File: src/rtl/nfc_way_command_scheduler.sv
// Per-way command scheduler: one FIFO per NAND way, round-robin issue among ready ways,
// single outstanding command towards the controller over a valid/ready handshake.
module nfc_way_command_scheduler #(
  parameter int NumberOfWays    = 2,
  parameter int QueueDepth      = 4,
  parameter int BusyGuardCycles = 4
) (
  input  logic                    iSystemClock,
  input  logic                    iReset,
  input  logic                    iCmdValid,
  output logic                    oCmdReady,
  input  logic [5:0]              iOpcode,
  input  logic [4:0]              iTargetID,
  input  logic [31:0]             iAddress,
  input  logic [15:0]             iLength,
  output logic                    oCmdReject,
  output logic [5:0]              oOpcode,
  output logic [4:0]              oTargetID,
  output logic [4:0]              oSourceID,
  output logic [31:0]             oAddress,
  output logic [15:0]             oLength,
  output logic                    oCMDValid,
  input  logic                    iCMDReady,
  input  logic [NumberOfWays-1:0] iReadyBusy,
  output logic [NumberOfWays-1:0] oQueueEmpty,
  output logic [NumberOfWays-1:0] oQueueFull,
  output logic                    oIdle
);

  localparam int AW = $clog2(QueueDepth);
  localparam int WW = (NumberOfWays > 1) ? $clog2(NumberOfWays) : 1;
  localparam int GW = $clog2(BusyGuardCycles + 1);
  localparam int EW = 6 + 32 + 16;

  localparam logic [0:0] S_IDLE  = 1'b0;
  localparam logic [0:0] S_ISSUE = 1'b1;

  logic [EW-1:0] mem_q   [NumberOfWays][QueueDepth];
  logic [AW-1:0] wptr_q  [NumberOfWays];
  logic [AW-1:0] rptr_q  [NumberOfWays];
  logic [AW:0]   cnt_q   [NumberOfWays];
  logic [GW-1:0] guard_q [NumberOfWays];

  logic [0:0]    state_q, state_d;
  logic          valid_q, valid_d;
  logic [WW-1:0] sel_q, sel_d;
  logic [WW-1:0] rr_q, rr_d;
  logic [5:0]    op_q, op_d;
  logic [4:0]    tgt_q, tgt_d;
  logic [31:0]   addr_q, addr_d;
  logic [15:0]   len_q, len_d;
  logic          reject_q;

  logic                    tgt_legal;
  logic [NumberOfWays-1:0] push_sel, push, pop, empty, full, elig;
  logic                    found;
  logic [WW-1:0]           grant;
  logic [EW-1:0]           head;
  int unsigned             idx;

  always_comb begin
    tgt_legal = int'(iTargetID) < NumberOfWays;
    for (int unsigned w = 0; w < NumberOfWays; w++) begin
      push_sel[w] = (iTargetID == 5'(w));
      empty[w]    = (cnt_q[w] == '0);
      full[w]     = (cnt_q[w] == (AW+1)'(QueueDepth));
      elig[w]     = !empty[w] && iReadyBusy[w] && (guard_q[w] == '0);
    end
    // Illegal targets are always accepted so they can be dropped and flagged.
    oCmdReady = !tgt_legal || ~|(push_sel & full);
    push      = push_sel & {NumberOfWays{iCmdValid && oCmdReady}};
    for (int unsigned w = 0; w < NumberOfWays; w++) begin
      pop[w] = (state_q == S_ISSUE) && iCMDReady && (sel_q == WW'(w));
    end
  end

  // Round-robin search starting at the pointer, wrapping over the way count.
  always_comb begin
    found = 1'b0;
    grant = '0;
    idx   = 0;
    for (int unsigned k = 0; k < NumberOfWays; k++) begin
      idx = (32'(rr_q) + k) % NumberOfWays;
      if (!found && elig[idx]) begin
        found = 1'b1;
        grant = WW'(idx);
      end
    end
  end

  assign head = mem_q[grant][rptr_q[grant]];

  always_comb begin
    state_d = state_q;
    valid_d = valid_q;
    sel_d   = sel_q;
    rr_d    = rr_q;
    op_d    = op_q;
    tgt_d   = tgt_q;
    addr_d  = addr_q;
    len_d   = len_q;
    case (state_q)
      S_IDLE: begin
        if (found) begin
          state_d                = S_ISSUE;
          valid_d                = 1'b1;
          sel_d                  = grant;
          tgt_d                  = 5'(grant);
          {op_d, addr_d, len_d}  = head;
        end
      end
      S_ISSUE: begin
        if (iCMDReady) begin
          state_d = S_IDLE;
          valid_d = 1'b0;
          rr_d    = (sel_q == WW'(NumberOfWays - 1)) ? '0 : sel_q + 1'b1;
        end
      end
      default: state_d = S_IDLE;
    endcase
  end

  always_ff @(posedge iSystemClock or negedge iReset) begin
    if (!iReset) begin
      state_q  <= S_IDLE;
      valid_q  <= 1'b0;
      sel_q    <= '0;
      rr_q     <= '0;
      op_q     <= '0;
      tgt_q    <= '0;
      addr_q   <= '0;
      len_q    <= '0;
      reject_q <= 1'b0;
      for (int unsigned w = 0; w < NumberOfWays; w++) begin
        wptr_q[w]  <= '0;
        rptr_q[w]  <= '0;
        cnt_q[w]   <= '0;
        guard_q[w] <= '0;
      end
    end else begin
      state_q  <= state_d;
      valid_q  <= valid_d;
      sel_q    <= sel_d;
      rr_q     <= rr_d;
      op_q     <= op_d;
      tgt_q    <= tgt_d;
      addr_q   <= addr_d;
      len_q    <= len_d;
      reject_q <= iCmdValid && oCmdReady && !tgt_legal;
      for (int unsigned w = 0; w < NumberOfWays; w++) begin
        if (push[w]) wptr_q[w] <= wptr_q[w] + 1'b1;
        if (pop[w])  rptr_q[w] <= rptr_q[w] + 1'b1;
        cnt_q[w] <= cnt_q[w] + (AW+1)'(push[w]) - (AW+1)'(pop[w]);
        if (pop[w])                guard_q[w] <= GW'(BusyGuardCycles);
        else if (guard_q[w] != '0) guard_q[w] <= guard_q[w] - 1'b1;
      end
    end
  end

  always_ff @(posedge iSystemClock) begin
    for (int unsigned w = 0; w < NumberOfWays; w++) begin
      if (push[w]) mem_q[w][wptr_q[w]] <= {iOpcode, iAddress, iLength};
    end
  end

  assign oCmdReject  = reject_q;
  assign oOpcode     = op_q;
  assign oTargetID   = tgt_q;
  assign oSourceID   = '0;
  assign oAddress    = addr_q;
  assign oLength     = len_q;
  assign oCMDValid   = valid_q;
  assign oQueueEmpty = empty;
  assign oQueueFull  = full;
  assign oIdle       = (&empty) && (state_q == S_IDLE);

endmodule

File: config.mk
export PLATFORM = sky130hd
export DESIGN_NAME = nfc_way_command_scheduler
export DESIGN_NICKNAME = d
export VERILOG_FILES = /design/src/rtl/nfc_way_command_scheduler.sv
export SDC_FILE = /design/constraint.sdc
export NUM_CORES = 1
export LEC_CHECK = 0
export CAP_MARGIN = 10
export CORE_MARGIN = 8
export CORE_UTILIZATION = 55
export CTS_CLUSTER_SIZE = 10
export DETAILED_ROUTE_END_ITERATION = 8
export PLACE_DENSITY = 0.79
export SYNTH_ARGS = -nofsm -noshare
export SYNTH_HDL_FRONTEND = slang
export SYNTH_SLANG_ARGS = --single-unit
export TNS_END_PERCENT = 50
File: constraint.sdc
create_clock -name iSystemClock -period 5.65 [get_ports iSystemClock]
set_clock_uncertainty 0.15 [all_clocks]
set_input_delay 1.13 -clock iSystemClock [delete_from_list [all_inputs] [get_ports iSystemClock]]
set_output_delay 1.13 -clock iSystemClock [all_outputs]
set_load 0.03 [all_outputs]
-- After elaboration in Yosys (flattened, before gate mapping)
Memory sizes are Yosys's and may differ from the RTL's.
Cells that the tools add are included.
- $add $sub $neg: 12
- magnitude comparators: 9
- equal/unequal tests: 5
- mux-type cells: 36
- bitwise logic cells: 8
- reductions and logical operators: 34
- operators by type and width (kind ; number):
    216-bit two-way mux ; 4
    54-bit demux with 2-bit select ; 2
    54-bit two-way mux ; 4
    216-bit OR reduction ; 1
    54-bit binary-select mux with 2-bit select ; 1
    1-bit two-way mux ; 16
    1-bit logical AND ; 13
    3-bit logical NOT ; 4
    3-bit two-way mux ; 4
    3-bit >= comparator, second input constant ; 3
    2-bit inverter with 3-bit output ; 3
    2-bit by 1-bit adder with 2-bit output, second input constant ; 4
    2-bit AND reduction ; 4
    3-bit by 1-bit adder with 3-bit output ; 2
    3-bit == test, second input constant ; 2
    3-bit by 1-bit less-than comparator with 1-bit output, second input constant ; 2
    2-bit two-way mux ; 3
    3-bit nonzero test ; 2
    3-bit by 1-bit subtractor with 3-bit output ; 2
    3-bit by 1-bit subtractor with 3-bit output, second input constant ; 2
    5-bit by 1-bit == test with 1-bit output, second input constant ; 1
    1-bit logical NOT ; 5
    5-bit logical NOT ; 1
    5-bit by 2-bit less-than comparator with 1-bit output, second input constant ; 1
    11 further kinds ; 18
- register bits: 79
- bits in writable memories: 432
- input bits: 65
- output and inout port bits: 72
- memories kept: 1
- memory list (name ; words ; bits a word ; rd ports ; clocked after Yosys merged registers in ; write ports ; RTL line ; text):
    mem_q ; 2 ; 216 ; 1 ; 0 ; 1 ; 38 ; logic [EW-1:0] mem_q [NumberOfWays][QueueDepth];

-- Longest topological paths before layout
Gate-level depths: netlist of run 1.
- depth in word-level cells: 18
- depth in mapped cells: 11
- gate-level depth less buffers: 11

-- Least setup slack after synthesis of run 1
No wires, ideal clock.
- kind: input-to-reg
- from: input port iTargetID[4]
- to: memory mem_q[1][0] in the netlist's numbering, enable pin
- setup time: 417 ps
- arrival time: 3510 ps
- data required time: 5083 ps
- setup slack: 1573 ps
- stages on the path: 4
- path buffers: 0
- path through: nor4_1 -> nand2_1 -> nor3b_1 -> and2_1
- cells in the longest elaborated chain, start to end: 11
- elaborated cells between the ends (all ways): 17
- RTL lines (item ; RTL line ; text):
    from (decl) ; 13 ; input logic [4:0] iTargetID,
    5-bit by 1-bit == test with 1-bit output / 5-bit logical NOT (equally long branches) ; 64 ; push_sel[w] = (iTargetID == 5'(w));
    2-bit AND ; 70 ; oCmdReady = !tgt_legal || ~|(push_sel & full);
    2-bit OR reduction ; 70 ;
    1-bit logical NOT ; 70 ;
    1-bit logical OR ; 70 ;
    1-bit logical AND ; 71 ; push = push_sel & {NumberOfWays{iCmdValid && oCmdReady}};
    2-bit AND (*) ; 71 ;
    1-bit two-way mux ; 162 ; if (push[w]) mem_q[w][wptr_q[w]] <= {iOpcode, iAddress, iLength};
    216-bit two-way mux (implied by the code) ; 162 ;
    216-bit OR reduction (no source line) ; n/a ;
    1-bit two-way mux (no source line) / 216-bit two-way mux (equally long branches) ; n/a ;
    to (decl) ; 38 ;
Mark *: on every way between the ends. The rest lies on a longest branch, timed or not.

-- Worst setup path in the final report of run 1
- from: input port iTargetID[0]
- to: output port oCmdReady
- cells in the longest elaborated chain, start to end: 5
- elaborated cells between the ends (all ways): 8
- RTL lines (item ; RTL line ; text):
    5-bit by 1-bit == test with 1-bit output / 5-bit logical NOT (equally long branches) ; 64 ;
    2-bit AND ; 70 ;
    2-bit OR reduction ; 70 ;
    1-bit logical NOT ; 70 ;
    1-bit logical OR (*) ; 70 ;
    to (decl) ; 11 ; output logic oCmdReady,
Marked as above.

==> metrics.txt, run 1 <==
# TYPE chip_impl_metric gauge
chip_impl_metric{name="core",unit="um^2"} 36500
chip_impl_metric{name="chipWidth",unit="um"} 208
chip_impl_info{name="timing.setup.critical_path_class",value="in -> out"} 1
chip_impl_metric{name="grt_pass1_vias",unit=""} 11700
chip_impl_metric{name="groute.usage.overall",unit="%"} 19.3
chip_impl_metric{name="timing.final.hold_violations",unit=""} 0
chip_impl_metric{name="internal-power",unit="uW"} 7730
chip_impl_metric{name="fraction_of_final_layout_cells_with_drive_strength_greater_than_1",unit="%"} 7.91
chip_impl_info{name="worst_r2r_endpoint",value="oAddress[16]$_DFFE_PN0P_"} 1
chip_impl_metric{name="max_cap_violations",unit=""} 0
chip_impl_info{name="cts_tree",value="built"} 1
chip_impl_metric{name="drc",unit=""} 0
chip_impl_info{name="timing.rr.start",value="guard_q[0]$_DFFE_PN0P_"} 1
chip_impl_metric{name="flow.area_growth_from_synthesis",unit="%"} 16.0
chip_impl_metric{name="synth_sequential_area_ratio",unit="%"} 73.5
chip_impl_metric{name="io_buffers",unit=""} 127
chip_impl_metric{name="io_pins",unit=""} 137
chip_impl_metric{name="syn_area_per_cell",unit="um^2"} 15.6
chip_impl_metric{name="synth_cell_types",unit=""} 40
chip_impl_metric{name="final_core_util",unit="%"} 64.6
chip_impl_metric{name="arrival",unit="ps"} 2710
chip_impl_info{name="setup.worst_path.end",value="oCmdReady"} 1
chip_impl_metric{name="ys_seq_elements",unit=""} 511
chip_impl_info{name="hold_path.class",value="in -> async"} 1
chip_impl_metric{name="worstSkewPairLatency",unit="ps"} 590
chip_impl_metric{name="p_sw",unit="uW"} 3790
chip_impl_info{name="rsz0062_at_grt",value="false"} 1
chip_impl_info{name="timing.critical_path.to_type",value="output pin"} 1
chip_impl_info{name="cp-startpoint",value="iTargetID[0]"} 1
chip_impl_metric{name="clk_transition_reported_paths",unit="ps"} 60
chip_impl_metric{name="drtPass1Iterations",unit=""} 5
chip_impl_metric{name="p_comb_share",unit="%"} 28.6
chip_impl_metric{name="h_tree_level_count",unit=""} 2
chip_impl_metric{name="cp_data_required_time",unit="ps"} 4370
chip_impl_metric{name="tightest_slew",unit="ps"} 1110
chip_impl_metric{name="finalWirelength",unit="um"} 42300
chip_impl_metric{name="grt_overflow_total",unit=""} 0
chip_impl_metric{name="dp_hpwl",unit="um"} 22900
chip_impl_metric{name="edff_count_synth",unit=""} 432
chip_impl_metric{name="start_util",unit="%"} 55.7
chip_impl_metric{name="worst_r2r_path_depth",unit=""} 8
chip_impl_metric{name="slew_violations",unit=""} 0
chip_impl_metric{name="p_per_area",unit="nW/um^2"} 488
chip_impl_metric{name="async_set_or_reset_register_ratio_after_synthesis",unit="%"} 15.5
chip_impl_metric{name="detail_route.iter0.violations",unit=""} 903
chip_impl_info{name="critPathLaunchType",value="input port"} 1
chip_impl_metric{name="syn-instance-count",unit=""} 1303
chip_impl_metric{name="ant_nets",unit=""} 0
chip_impl_metric{name="power.ir.vdd_worst",unit="mV"} 0.336
chip_impl_metric{name="grt_antenna_before_repair",unit=""} 7
chip_impl_metric{name="row_count",unit=""} 70
chip_impl_metric{name="post_drt_via_cell_ratio",unit=""} 5.79
chip_impl_metric{name="floorplan.die_area",unit="um^2"} 43400
chip_impl_metric{name="clock_power_share",unit="%"} 28.4
chip_impl_metric{name="filler_cell_count",unit=""} 2513
chip_impl_metric{name="nNetsFinal",unit=""} 1504
chip_impl_metric{name="max_slew_margin",unit="%"} 25.7
chip_impl_metric{name="num_vias",unit=""} 11200
chip_impl_metric{name="synth_area",unit="um^2"} 20300
chip_impl_metric{name="clkSinkCount",unit=""} 511
chip_impl_metric{name="finalWeightedCongestion",unit=""} 0.755
chip_impl_metric{name="ys.warnings.count",unit=""} 0
chip_impl_metric{name="final_period_demand_of_the_worst_path",unit="ps"} 3990
chip_impl_metric{name="placement.setup.worst_slack",unit="ps"} 1260
chip_impl_metric{name="share_of_power_burned_in_registers",unit="%"} 43.0
chip_impl_metric{name="ctsHoldBuffers",unit=""} 0
chip_impl_metric{name="cts_buffer_depth",unit=""} 3
chip_impl_metric{name="grt_max_degree",unit=""} 71
chip_impl_metric{name="final_setup_violation_count",unit=""} 0
chip_impl_metric{name="finalInstanceArea",unit="um^2"} 23600
chip_impl_metric{name="switching_share_of_total_power",unit="%"} 32.9
chip_impl_metric{name="setup-tns-final",unit="ps"} 0
chip_impl_metric{name="timing.reg2reg.setup_slack",unit="ps"} 2450
chip_impl_info{name="most_used_flip_flop_cell_after_synthesis",value="sky130_fd_sc_hd__edfxtp_1"} 1
chip_impl_metric{name="cts-buffers-inserted",unit=""} 57
chip_impl_metric{name="final_critical_path_setup_slack",unit="ps"} 1660
chip_impl_metric{name="layout_worst_path_cycle_share",unit="%"} 70.7
chip_impl_metric{name="die_h",unit="um"} 208
chip_impl_info{name="cts-root-buf",value="sky130_fd_sc_hd__clkbuf_16"} 1
chip_impl_metric{name="cells_resized_by_post_cts_repair",unit=""} 0
chip_impl_metric{name="fmaxAchievable",unit="GHz"} 0.250
chip_impl_metric{name="grt_pass1_wl",unit="um"} 66200
chip_impl_metric{name="path_max_fanout",unit=""} 3
chip_impl_metric{name="leakagePower",unit="uW"} 0.00839
chip_impl_metric{name="drt-wirelength-per-cell",unit="um"} 21.8
chip_impl_metric{name="post_cts_setup_driven_buffer_insertion_count",unit=""} 0
chip_impl_info{name="status",value="completed"} 1
chip_impl_metric{name="postPlaceCellArea",unit="um^2"} 22000
worst min path at each step:
stage / endpoint / cells past startpoint / startpoint / slack [ps]
final: oAddress[21]$_DFFE_PN0P_ / 1 / iReset / 270
after global routing: oAddress[21]$_DFFE_PN0P_ / 1 / iReset / 280
after CTS: oAddress[21]$_DFFE_PN0P_ / 1 / iReset / 250
after detailed placement: cnt_q[5]$_DFF_PN0_ / 1 / cnt_q[5]$_DFF_PN0_ / 340
after global placement: oCMDValid$_DFFE_PN0P_ / 1 / oCMDValid$_DFFE_PN0P_ / 310
after floorplan: rr_q$_DFFE_PN0P_ / 2 / rr_q$_DFFE_PN0P_ / 310
worst max-delay path, stage by stage:
cell and delay [ps]:
sky130_fd_sc_hd__clkdlybuf4s50_1 510, sky130_fd_sc_hd__mux2_2 340, sky130_fd_sc_hd__nand2_1 60, sky130_fd_sc_hd__clkdlybuf4s50_1 660
cell families (layout without fill, tap and decap cells):
group | count (synthesis) | count (layout) | synth area share [%]
multiplexers | 218 | 218 | 10.8
other | 1 | 10 | 0.0184
XOR/XNOR | 12 | 12 | 0.517
flip-flops | 511 | 511 | 73.5
buffers and inverters | 109 | 265 | 2.46
AO/OA/AOI/OAI | 124 | 124 | 4.80
adder cells (fa/ha/maj) | 18 | 18 | 1.18
AND/OR/NAND/NOR | 310 | 310 | 6.76
metrics by stage:
step	std cells	total power [uW]	hold slack (ps)
floorplan	1311	7200	305
detailed placement	1830	8340	339
global placement	1830	8270	312
finish	1936	11500	273
CTS	1935	11600	252
global route	1936	12000	276
synth_stat cells (4+ instances only):
cell type | n | area, um^2
sky130_fd_sc_hd__edfxtp_1 | 432 | 13000
sky130_fd_sc_hd__mux2i_1 | 213 | 2130
sky130_fd_sc_hd__nand2_1 | 114 | 428
sky130_fd_sc_hd__nor3_1 | 108 | 541
sky130_fd_sc_hd__dfrtp_1 | 79 | 1980
sky130_fd_sc_hd__nor2_1 | 63 | 236
sky130_fd_sc_hd__a21oi_1 | 58 | 290
sky130_fd_sc_hd__clkbuf_1 | 52 | 195
sky130_fd_sc_hd__a311oi_1 | 34 | 298
sky130_fd_sc_hd__inv_1 | 20 | 75.1
sky130_fd_sc_hd__a311oi_2 | 19 | 285
sky130_fd_sc_hd__ha_1 | 16 | 200
sky130_fd_sc_hd__buf_4 | 15 | 113
sky130_fd_sc_hd__buf_2 | 10 | 50.1
sky130_fd_sc_hd__xnor2_1 | 9 | 78.8
sky130_fd_sc_hd__and2_1 | 8 | 50.1
sky130_fd_sc_hd__buf_1 | 8 | 30.0
sky130_fd_sc_hd__nand3_1 | 5 | 25.0
sky130_fd_sc_hd__nor2b_1 | 4 | 25.0
sky130_fd_sc_hd__o21ai_0 | 4 | 20.0
cells in the final DEF, fill, tap and decap left out, types with 13 or more instances in the layout:
master                            instances
sky130_fd_sc_hd__nor3_1                 108
sky130_fd_sc_hd__edfxtp_1               432
sky130_fd_sc_hd__a21oi_1                 57
sky130_fd_sc_hd__clkdlybuf4s50_1        126
sky130_fd_sc_hd__clkbuf_1                43
sky130_fd_sc_hd__dfrtp_1                 75
sky130_fd_sc_hd__a311oi_1                34
sky130_fd_sc_hd__buf_4                   13
sky130_fd_sc_hd__nor2_1                  63
sky130_fd_sc_hd__clkbuf_16               57
sky130_fd_sc_hd__mux2i_1                213
sky130_fd_sc_hd__ha_1                    16
sky130_fd_sc_hd__inv_1                   20
sky130_fd_sc_hd__nand2_1                114
sky130_fd_sc_hd__a311oi_2                19
registers in the layout (all words and copies together) (netlist names):
signal      count
wptr_q          4
oCmdReject      1
oCMDValid       1
oLength        16
cnt_q           6
mem_q         432
guard_q         6
oAddress       32
state_q         1
rr_q            1
oOpcode         6
sel_q           1
rptr_q          4
power by group through the flow:
stage / Sequential, uW / Clock (uW) / Combinational, uW
3_3_place_gp: 5010 / 0 / 3260
2_1_floorplan: 5020 / 0 / 2180
6_report: 4950 / 3270 / 3300
4_1_cts: 4960 / 3320 / 3340
5_1_grt: 5010 / 3470 / 3570
3_5_place_dp: 5020 / 0 / 3320
final cells by class:
cell class                      instances  area [um^2]  area share (%)
Clock inverter                          4         25.0           0.106
Inverter                               21         78.8           0.334
Antenna cell                            1         2.50          0.0106
Tap cell                              468          586            2.48
Sequential cell                       511        15000            63.4
Timing Repair Buffer                  139         1360            5.76
Multi-Input combinational cell        691         4980            21.1
Clock buffer                          101         1600            6.79
routing by layer:
layer	GRT usage, %	up-vias	part of all wire (%)
met5	0	-	0.19
met4	6.05	12	2.3
met3	4.49	84	5.9
met2	32.4	325	49
met1	24.7	5641	43
li1	-	5148	-
No activity file was read; power rests on OpenSTA's default activity.
==> run 2: changes to the inputs <==
--- a/config.mk
+++ b/config.mk
@@ -7,10 +7,10 @@
 export LEC_CHECK = 0
 export CAP_MARGIN = 10
 export CORE_MARGIN = 8
-export CORE_UTILIZATION = 55
+export CORE_UTILIZATION = 53
 export CTS_CLUSTER_SIZE = 10
 export DETAILED_ROUTE_END_ITERATION = 8
-export PLACE_DENSITY = 0.79
+export PLACE_DENSITY = 0.8
 export SYNTH_ARGS = -nofsm -noshare
 export SYNTH_HDL_FRONTEND = slang
 export SYNTH_SLANG_ARGS = --single-unit
==> constraint.sdc (replaced) <==
create_clock -name iSystemClock -period 3.4 [get_ports iSystemClock]
set_clock_uncertainty 0.15 [all_clocks]
set_input_delay 0.68 -clock iSystemClock [delete_from_list [all_inputs] [get_ports iSystemClock]]
set_output_delay 0.68 -clock iSystemClock [all_outputs]
set_load 0.03 [all_outputs]
==> metrics.txt, run 2 (same netlist as run 1, synthesis figures left out) <==
# TYPE chip_impl_metric gauge
chip_impl_metric{name="start_util",unit="%"} 53.9
chip_impl_info{name="mostFrequentLayoutCell",value="sky130_fd_sc_hd__edfxtp_1"} 1
chip_impl_metric{name="drtPass1Iterations",unit=""} 5
chip_impl_metric{name="post_cts_setup_driven_buffer_insertion_count",unit=""} 0
chip_impl_metric{name="cp.buffers_inverters",unit=""} 1
chip_impl_metric{name="chipWidth",unit="um"} 212
chip_impl_metric{name="drc",unit=""} 0
chip_impl_metric{name="final_critical_path_setup_slack",unit="ps"} 251
chip_impl_metric{name="filler_cell_count",unit=""} 2588
chip_impl_info{name="worst_path_max_delay_cell",value="sky130_fd_sc_hd__clkdlybuf4s50_1"} 1
chip_impl_info{name="timing.critical_path.to_type",value="output pin"} 1
chip_impl_metric{name="timing.final.hold_violations",unit=""} 0
chip_impl_metric{name="arrival",unit="ps"} 2320
chip_impl_metric{name="die_h",unit="um"} 212
chip_impl_metric{name="io_buffers",unit=""} 127
chip_impl_metric{name="row_count",unit=""} 71
chip_impl_metric{name="finalWirelength",unit="um"} 45500
chip_impl_metric{name="largest_reg_flops",unit=""} 432
chip_impl_info{name="cpLargestDelayFamily",value="buffers and inverters"} 1
chip_impl_metric{name="post_drt_via_cell_ratio",unit=""} 5.78
chip_impl_metric{name="grt_pass1_wl",unit="um"} 69500
chip_impl_metric{name="dp_hpwl",unit="um"} 25900
chip_impl_info{name="hold_path.class",value="reg -> reg"} 1
chip_impl_metric{name="final_setup_violation_count",unit=""} 0
chip_impl_metric{name="p_per_area",unit="nW/um^2"} 807
chip_impl_metric{name="core",unit="um^2"} 37800
chip_impl_metric{name="clk_transition_reported_paths",unit="ps"} 60
chip_impl_metric{name="worstSkewPairLatency",unit="ps"} 590
chip_impl_metric{name="ctsHoldBuffers",unit=""} 1
chip_impl_metric{name="power.ir.vdd_worst",unit="mV"} 0.591
chip_impl_metric{name="io_pins",unit=""} 137
chip_impl_metric{name="cp_data_required_time",unit="ps"} 2570
chip_impl_metric{name="slew_violations",unit=""} 0
chip_impl_metric{name="layout_worst_path_cycle_share",unit="%"} 92.6
chip_impl_metric{name="grt_overflow_total",unit=""} 0
chip_impl_metric{name="flow.area_growth_from_synthesis",unit="%"} 19.4
chip_impl_info{name="mostFrequentLayoutCells",value="sky130_fd_sc_hd__edfxtp_1 (432), sky130_fd_sc_hd__mux2i_1 (213), sky130_fd_sc_hd__clkdlybuf4s50_1 (126)"} 1
chip_impl_info{name="critPathLaunchType",value="flop"} 1
chip_impl_info{name="hold_path.startpoint",value="oCMDValid$_DFFE_PN0P_"} 1
chip_impl_metric{name="fmaxAchievable",unit="GHz"} 0.318
chip_impl_metric{name="grt_antenna_before_repair",unit=""} 4
chip_impl_metric{name="leakagePower",unit="uW"} 0.00868
chip_impl_metric{name="cts-buffers-inserted",unit=""} 57
chip_impl_metric{name="finalWeightedCongestion",unit=""} 0.765
chip_impl_metric{name="clkSinkCount",unit=""} 511
chip_impl_info{name="status",value="completed"} 1
chip_impl_metric{name="drt-wirelength-per-cell",unit="um"} 22.6
chip_impl_metric{name="fraction_of_final_layout_cells_with_drive_strength_greater_than_1",unit="%"} 10.1
chip_impl_info{name="timing.critical_path.cells",value="nor3b_1 -> mux2_2 -> nand2_1 -> clkdlybuf4s50_1"} 1
chip_impl_metric{name="h_tree_level_count",unit=""} 2
chip_impl_metric{name="grt_max_degree",unit=""} 73
chip_impl_metric{name="floorplan.die_area",unit="um^2"} 44900
chip_impl_metric{name="cts_buffer_depth",unit=""} 3
chip_impl_metric{name="num_vias",unit=""} 11600
chip_impl_metric{name="placement.setup.worst_slack",unit="ps"} -69.7
chip_impl_metric{name="groute.usage.overall",unit="%"} 20.2
chip_impl_metric{name="final_period_demand_of_the_worst_path",unit="ps"} 3150
chip_impl_info{name="cts_tree",value="built"} 1
chip_impl_info{name="cp-startpoint",value="cnt_q[1]$_DFF_PN0_"} 1
chip_impl_metric{name="detail_route.iter0.violations",unit=""} 964
chip_impl_metric{name="critical-path-max-stage-delay",unit="ps"} 610
chip_impl_metric{name="tightest_slew",unit="ps"} 722
chip_impl_info{name="timing.setup.critical_path_class",value="reg -> out"} 1
chip_impl_metric{name="max_slew_margin",unit="%"} 51.9
chip_impl_metric{name="path_max_fanout",unit=""} 4
chip_impl_metric{name="holdWs",unit="ps"} 334
chip_impl_info{name="timing.rr.start",value="guard_q[3]$_DFFE_PN0P_"} 1
chip_impl_metric{name="max_cap_violations",unit=""} 0
chip_impl_info{name="cts-root-buf",value="sky130_fd_sc_hd__clkbuf_16"} 1
chip_impl_metric{name="cells_resized_by_post_cts_repair",unit=""} 0
chip_impl_metric{name="nNetsFinal",unit=""} 1539
chip_impl_metric{name="grt_pass1_vias",unit=""} 11900
chip_impl_info{name="rsz0062_at_grt",value="false"} 1
chip_impl_metric{name="ant_nets",unit=""} 0
## run 2: power breakdown
group / internal (uW) / switching, uW
Sequential: 7340 / 782
Clock: 3310 / 2290
Combinational: 2500 / 3370
## run 2: cell type report
type | count | area [um^2] | share of cell area, %
antenna | 1 | 2.50 | 0.0103
clock buffer | 102 | 1650 | 6.78
tap | 511 | 639 | 2.63
clock inverter | 2 | 38.8 | 0.160
sequential | 511 | 15000 | 61.6
multi-input combinational | 691 | 4980 | 20.5
inverter | 21 | 78.8 | 0.324
timing repair buffer | 174 | 1950 | 8.02
## run 2: worst paths after layout
path,cells after the start,end,slack [ps]
worst max-delay path,4,oCmdReady,250
worst min-delay path,1,oCMDValid$_DFFE_PN0P_,330
worst max register to register,9,oOpcode[5]$_DFFE_PN0P_,740
worst min register to register,1,oCMDValid$_DFFE_PN0P_,330
max in group asynchronous,3,oAddress[3]$_DFFE_PN0P_,1880
min in group asynchronous,2,oCmdReject$_DFF_PN0_,480
## run 2: worst reg2reg max path, cell delays in order (launching register included)
cell	delay, ps
sky130_fd_sc_hd__dfrtp_1	360
sky130_fd_sc_hd__inv_1	110
sky130_fd_sc_hd__ha_1	200
sky130_fd_sc_hd__nand4bb_1	210
sky130_fd_sc_hd__o2111ai_4	290
sky130_fd_sc_hd__buf_12	340
sky130_fd_sc_hd__buf_4	320
sky130_fd_sc_hd__nor3_1	60
sky130_fd_sc_hd__a311oi_1	360
sky130_fd_sc_hd__a21oi_1	130
## run 2: through the flow
stage | power (uW) | util [%] | std cells | TNS (ps) | cell area [um^2]
after floorplan | 12000 | - | 1311 | -33980 | 20400
after global placement | 14000 | 59.9 | 1907 | -1.78 | 22600
after detailed placement | 14100 | 59.9 | 1907 | -69.7 | 22600
after CTS | 19700 | 64.4 | 2012 | 0 | 24300
after global routing | 20400 | 64.4 | 2013 | 0 | 24300
final | 19600 | 64.4 | 2013 | 0 | 24300
## run 2: routing by layer
layer,global-route usage [%],vias up,routed length [um]
li1,-,5220,-
met1,26.8,5878,19300
met2,33.4,437,22100
met3,3.64,88,2940
met4,6.97,4,1200
met5,0,-,28
